===== src/rtl/rs_enc_ctrl.sv =====
// Sequencing controller for a systematic RS encoder over GF(2^8): paces message symbols
// into the generator-tap chain, then drains the parity from the chain's top register.
module rs_enc_ctrl #(
  parameter int K      = 239,
  parameter int NPAR   = 16,
  parameter int DP_LAT = 2
) (
  input  logic       clk_i,
  input  logic       rst_i,       // synchronous, active low
  input  logic       in_valid_i,
  input  logic [7:0] in_data_i,
  output logic       in_ready_o,
  input  logic [7:0] par_in_i,
  output logic [7:0] fb_sym_o,
  output logic       fb_en_o,
  output logic       out_valid_o,
  output logic [7:0] out_data_o,
  output logic       out_sop_o,
  output logic       out_eop_o,
  output logic       out_par_o,
  output logic       busy_o
);
  typedef enum logic [1:0] {IDLE, MSG, PAR} state_e;

  localparam logic [7:0] SYM_LAST = 8'(K - 1);
  localparam logic [4:0] PAR_LAST = 5'(NPAR - 1);
  localparam logic [1:0] GAP_LD   = 2'(DP_LAT - 1);

  state_e     state_q, state_d;
  logic [7:0] sym_cnt_q, sym_cnt_d;
  logic [4:0] par_cnt_q, par_cnt_d;
  logic [1:0] gap_cnt_q, gap_cnt_d;
  logic [7:0] fb_sym_q, fb_sym_d;
  logic [7:0] out_data_q, out_data_d;
  logic       fb_en_q, fb_en_d;
  logic       out_valid_q, out_valid_d;
  logic       out_sop_q, out_sop_d;
  logic       out_eop_q, out_eop_d;
  logic       out_par_q, out_par_d;
  logic       xfer, par_issue;

  // Gated by reset so the source sees no ready while the chain is being cleared.
  assign in_ready_o = rst_i && (state_q == IDLE || state_q == MSG) && (gap_cnt_q == 2'd0);

  always_comb begin
    state_d     = state_q;
    sym_cnt_d   = sym_cnt_q;
    par_cnt_d   = par_cnt_q;
    gap_cnt_d   = (gap_cnt_q != 2'd0) ? gap_cnt_q - 2'd1 : 2'd0;
    fb_sym_d    = 8'h00;
    fb_en_d     = 1'b0;
    out_valid_d = 1'b0;
    out_data_d  = out_data_q;
    out_sop_d   = 1'b0;
    out_eop_d   = 1'b0;
    out_par_d   = 1'b0;
    xfer        = in_valid_i && in_ready_o;
    par_issue   = (state_q == PAR) && (gap_cnt_q == 2'd0);

    if (xfer) begin
      fb_sym_d    = in_data_i ^ par_in_i;
      fb_en_d     = 1'b1;
      out_valid_d = 1'b1;
      out_data_d  = in_data_i;
      out_sop_d   = (sym_cnt_q == 8'd0);
      gap_cnt_d   = GAP_LD;
      sym_cnt_d   = sym_cnt_q + 8'd1;
      state_d     = (sym_cnt_q == SYM_LAST) ? PAR : MSG;
    end else if (par_issue) begin
      // Zero feedback shifts the chain; after NPAR shifts it is all zeros again.
      fb_en_d     = 1'b1;
      out_valid_d = 1'b1;
      out_data_d  = par_in_i;
      out_par_d   = 1'b1;
      out_eop_d   = (par_cnt_q == PAR_LAST);
      gap_cnt_d   = GAP_LD;
      if (par_cnt_q == PAR_LAST) begin
        state_d   = IDLE;
        sym_cnt_d = 8'd0;
        par_cnt_d = 5'd0;
      end else begin
        par_cnt_d = par_cnt_q + 5'd1;
      end
    end
  end

  always_ff @(posedge clk_i) begin
    if (!rst_i) begin
      state_q     <= IDLE;
      sym_cnt_q   <= 8'd0;
      par_cnt_q   <= 5'd0;
      gap_cnt_q   <= 2'd0;
      fb_sym_q    <= 8'h00;
      fb_en_q     <= 1'b0;
      out_valid_q <= 1'b0;
      out_data_q  <= 8'h00;
      out_sop_q   <= 1'b0;
      out_eop_q   <= 1'b0;
      out_par_q   <= 1'b0;
    end else begin
      state_q     <= state_d;
      sym_cnt_q   <= sym_cnt_d;
      par_cnt_q   <= par_cnt_d;
      gap_cnt_q   <= gap_cnt_d;
      fb_sym_q    <= fb_sym_d;
      fb_en_q     <= fb_en_d;
      out_valid_q <= out_valid_d;
      out_data_q  <= out_data_d;
      out_sop_q   <= out_sop_d;
      out_eop_q   <= out_eop_d;
      out_par_q   <= out_par_d;
    end
  end

  assign fb_sym_o    = fb_sym_q;
  assign fb_en_o     = fb_en_q;
  assign out_valid_o = out_valid_q;
  assign out_data_o  = out_data_q;
  assign out_sop_o   = out_sop_q;
  assign out_eop_o   = out_eop_q;
  assign out_par_o   = out_par_q;
  // Held through the eop cycle even though the FSM is already back in IDLE.
  assign busy_o      = (state_q != IDLE) || out_eop_q;

endmodule


===== config.mk =====
export PLATFORM = sky130hd
export DESIGN_NAME = rs_enc_ctrl
export DESIGN_NICKNAME = d
export VERILOG_FILES = /design/src/rtl/rs_enc_ctrl.sv
export SDC_FILE = /design/constraint.sdc
export NUM_CORES = 1
export LEC_CHECK = 0
export CAP_MARGIN = 20
export CELL_PAD_IN_SITES_DETAIL_PLACEMENT = 0
export CELL_PAD_IN_SITES_GLOBAL_PLACEMENT = 1
export CORE_MARGIN = 2
export CORE_UTILIZATION = 36
export CTS_CLUSTER_DIAMETER = 60
export DETAILED_ROUTE_END_ITERATION = 16
export HOLD_SLACK_MARGIN = 0.03
export MAX_ROUTING_LAYER = met4
export PLACE_DENSITY = 0.82
export SYNTH_ARGS = -nofsm -noshare
export SYNTH_HDL_FRONTEND = slang
export SYNTH_SLANG_ARGS = --single-unit

===== constraint.sdc =====
create_clock -name clk_i -period 2.07 [get_ports clk_i]
set_clock_uncertainty 0.15 [all_clocks]
set_input_delay 0.207 -clock clk_i [delete_from_list [all_inputs] [get_ports clk_i]]
set_output_delay 0.207 -clock clk_i [all_outputs]
set_load 0.005 [all_outputs]

==> run summary <==
Status: complete, no violations
Largest cells by area after synthesis: dfxtp_1 (47%), a21oi_1 (5.4%), xnor2_1 (5.0%)
DR iter-0 viols: 70
Met1 WL: 1.65 mm
Site row count: 24
Dpl hpwl: 2.44 mm
Synth Area in Adders: 3.94%
LEAKAGE: 0.000806 uW
Crit Path Category: register to output pin
Post-synthesis to final-layout area growth: 36.4%
First-pass GRT wire length: 5.55 mm
Main combinational cell family by area after synthesis: simple AND/OR/NAND/NOR gates
Most frequent cell after synthesis: dfxtp_1
Fin crit share: 91.7%
Diode count: 0
FMAX: 527 MHz
Syn_nets: 190
Worst Setup End Kind: output pin
Die H: 70.4 um
Max Used Layer: met4
Max incr delay on CP: 500 ps
DRC viols: 0
Setup_tns: 0 ps
Num CTS Buffers: 5
R2R cell count: 5
Top-area cell type share of the netlist area: 46.6%
Post-synth EDFFs: 0
Max-cap violations: 0
Number of synthesized register bits: 37
Worst VDD drop: 368 uV
HP Class: register to register
Initial Util: 37.0%
Total track usage: 14.3%
Fraction of registers with async set/reset: 0%
Post-route cell area: 0.00217 mm^2
Wire per inst: 12.8 um
Core box area: 0.00429 mm^2
Syn_area_per_cell: 9.57 um^2
DRT Wirelength: 3.36 mm
Flop2flop setup slack: 420 ps
WHS: 292 ps
Worst-skew pair later-pin latency: 280 ps
Final total power: 1790 uW
Max Slew Vio Count: 0
CP startpoint kind: register
Initial antenna violation count: 0
Root buf cell: clkbuf_8
Worst slew margin: 68.8%
Synth Area in Simple Gates: 19.6%
Min-Delay Path Depth: 2
RSZ-0062 raised after global routing: no
Area leader, netlist: dfxtp_1
Vias per cell: 5.01
Post-CTS Resized: 0
Crit-path cells: inv_1 > ha_2 > nand2_1 > nor2_1 > clkdlybuf4s50_1
Min cycle time layout: 1900 ps
Hold Vio Cnt, Final: 0
Mux contribution to synthesized area: 1.26%
Clock Sinks: 37
Crit path required time: 1710 ps
Clk pin slew, worst setup/hold paths: 70 ps
Post-cts hold buffer count: 0
Metal2 WL: 1.55 mm
Seq/Total Area, Yosys: 46.6%
DP Area: 0.00204 mm^2
Worst Hold End: par_cnt_q[4]
Pin count of the biggest net entering global routing: 20
Ports: 42
First drt pass iteration count: 4
Final setup vio count: 0
CTS tree: built
GPL Wtd Cong: 0.796
Antenna-violating nets left: 0
Vias in the first global route: 1216
Synth warnings: 0
CTS H-tree lvls: 2
Synth cell count leaders: dfxtp_1 (37), a21oi_1 (17), nand3_1 (12), nor2_1 (12)
Dominant synthesized flop cell: dfxtp_1
NumNets Final: 234
Cell variety after synth: 39
Die X: 70.4 um
XOR/XNOR Fraction of Synth Area: 4.96%
# Post-CTS Setup Buffers: 0
Worst R2R Start: gap_cnt_q[0]
Critical R2R Capture: out_data_o[1]
Congestion Overflow GR: 0
WP data arrival: 1540 ps
Pwr Density: 827 mW/mm^2
Met3 wire length: 125 um
Vias: 1317
Fraction of layout instances using a drive strength above 1: 9.95%
Netlist Area Pre-Place: 0.00159 mm^2
Die ar.: 0.00496 mm^2
Synth Area in Compound Gates: 16.9%
Slew @ Worst Pin: 464 ps
Syn Inst Count: 166
IO Port Bufs: 41
Crit-path slowest cell: clkdlybuf4s50_1
Max Root-Sink Buffers: 2
HP Start: par_cnt_q[4]
CP max FO: 6
[state kept, by name, summed over array words and instances, names as in the netlist]
| signal | count |
|---|---|
| state_q | 2 |
| out_sop_o | 1 |
| sym_cnt_q | 8 |
| out_data_o | 8 |
| par_cnt_q | 5 |
| out_valid_o | 1 |
| out_par_o | 1 |
| gap_cnt_q | 2 |
| out_eop_o | 1 |
| fb_sym_o | 8 |
[worst max-delay path, delay by kind of cell (launching register included)]
family	cells	cell delay (ps)
buf+inv	2	560
flops	1	320
fa+ha+maj	1	250
simple gates	2	140
[report_power, final]
group          leakage [uW]  internal, uW  switching [uW]  total [uW]
Clock             0.0000574           392             259         651
Combinational      0.000447           194             157         351
Sequential         0.000301           766            23.4         790
Total              0.000806          1350             439        1790
[worst max-delay path by stage]
stage,start,end,slack [ps]
final,gap_cnt_q[0],in_ready_o,170
after global routing,gap_cnt_q[0],in_ready_o,70
after CTS,gap_cnt_q[0],in_ready_o,80
after detailed placement,rst_i,sym_cnt_q[6],230
after global placement,rst_i,in_ready_o,240
after floorplan,gap_cnt_q[0],out_data_o[3],520
[area by class of cell]
class / instances / area [um^2]
Clock buffer: 6 / 82.6
Sequential cell: 37 / 741
Timing Repair Buffer: 47 / 468
Fill cell: 416 / 2130
Inverter: 8 / 30.0
Tap cell: 52 / 65.1
Clock inverter: 2 / 37.5
Multi-Input combinational cell: 111 / 743
[per-layer routing]
| layer | GRT usage (%) | vias to the layer above |
|---|---|---|
| met2 | 22.1 | 30 |
| met4 | 5.13 | 0 |
| met3 | 2.31 | 4 |
| met1 | 18.8 | 602 |
| met5 | - | - |
| li1 | - | 681 |
[per-stage QoR]
step / cells / util (%) / setup WS, ps
2_1_floorplan: 166 / - / 517
3_3_place_gp: 255 / 47.6 / 243
3_5_place_dp: 255 / 47.6 / 228
4_1_cts: 263 / 50.4 / 84.8
5_1_grt: 263 / 50.5 / 67.8
6_report: 263 / 50.5 / 171
[cell usage in the layout (no fill, tap or decap), drive strengths merged, types with 4 or more instances in the layout]
master / netlist / final
clkbuf: 2 / 6
o21ai: 6 / 6
ha: 5 / 5
xnor2: 9 / 9
buf: 8 / 6
dfxtp: 37 / 37
a21oi: 17 / 17
nor2: 12 / 12
or3: 4 / 4
nand2: 9 / 9
nand3: 12 / 12
clkdlybuf4s50: 0 / 41
o211ai: 4 / 4
a22oi: 8 / 8
inv: 8 / 8
[cells by family (layout without fill, tap and decap cells)]
| logic type | after synthesis | in the layout |
|---|---|---|
| AOI/OAI and AO/OA | 42 | 42 |
| adders and majority gates | 5 | 5 |
| DFF | 37 | 37 |
| and+or+nand+nor | 53 | 53 |
| buffers and inverters | 18 | 63 |
| muxes | 2 | 2 |
| xor gates and xnor gates | 9 | 9 |
No activity file was read; power rests on OpenSTA's default activity.
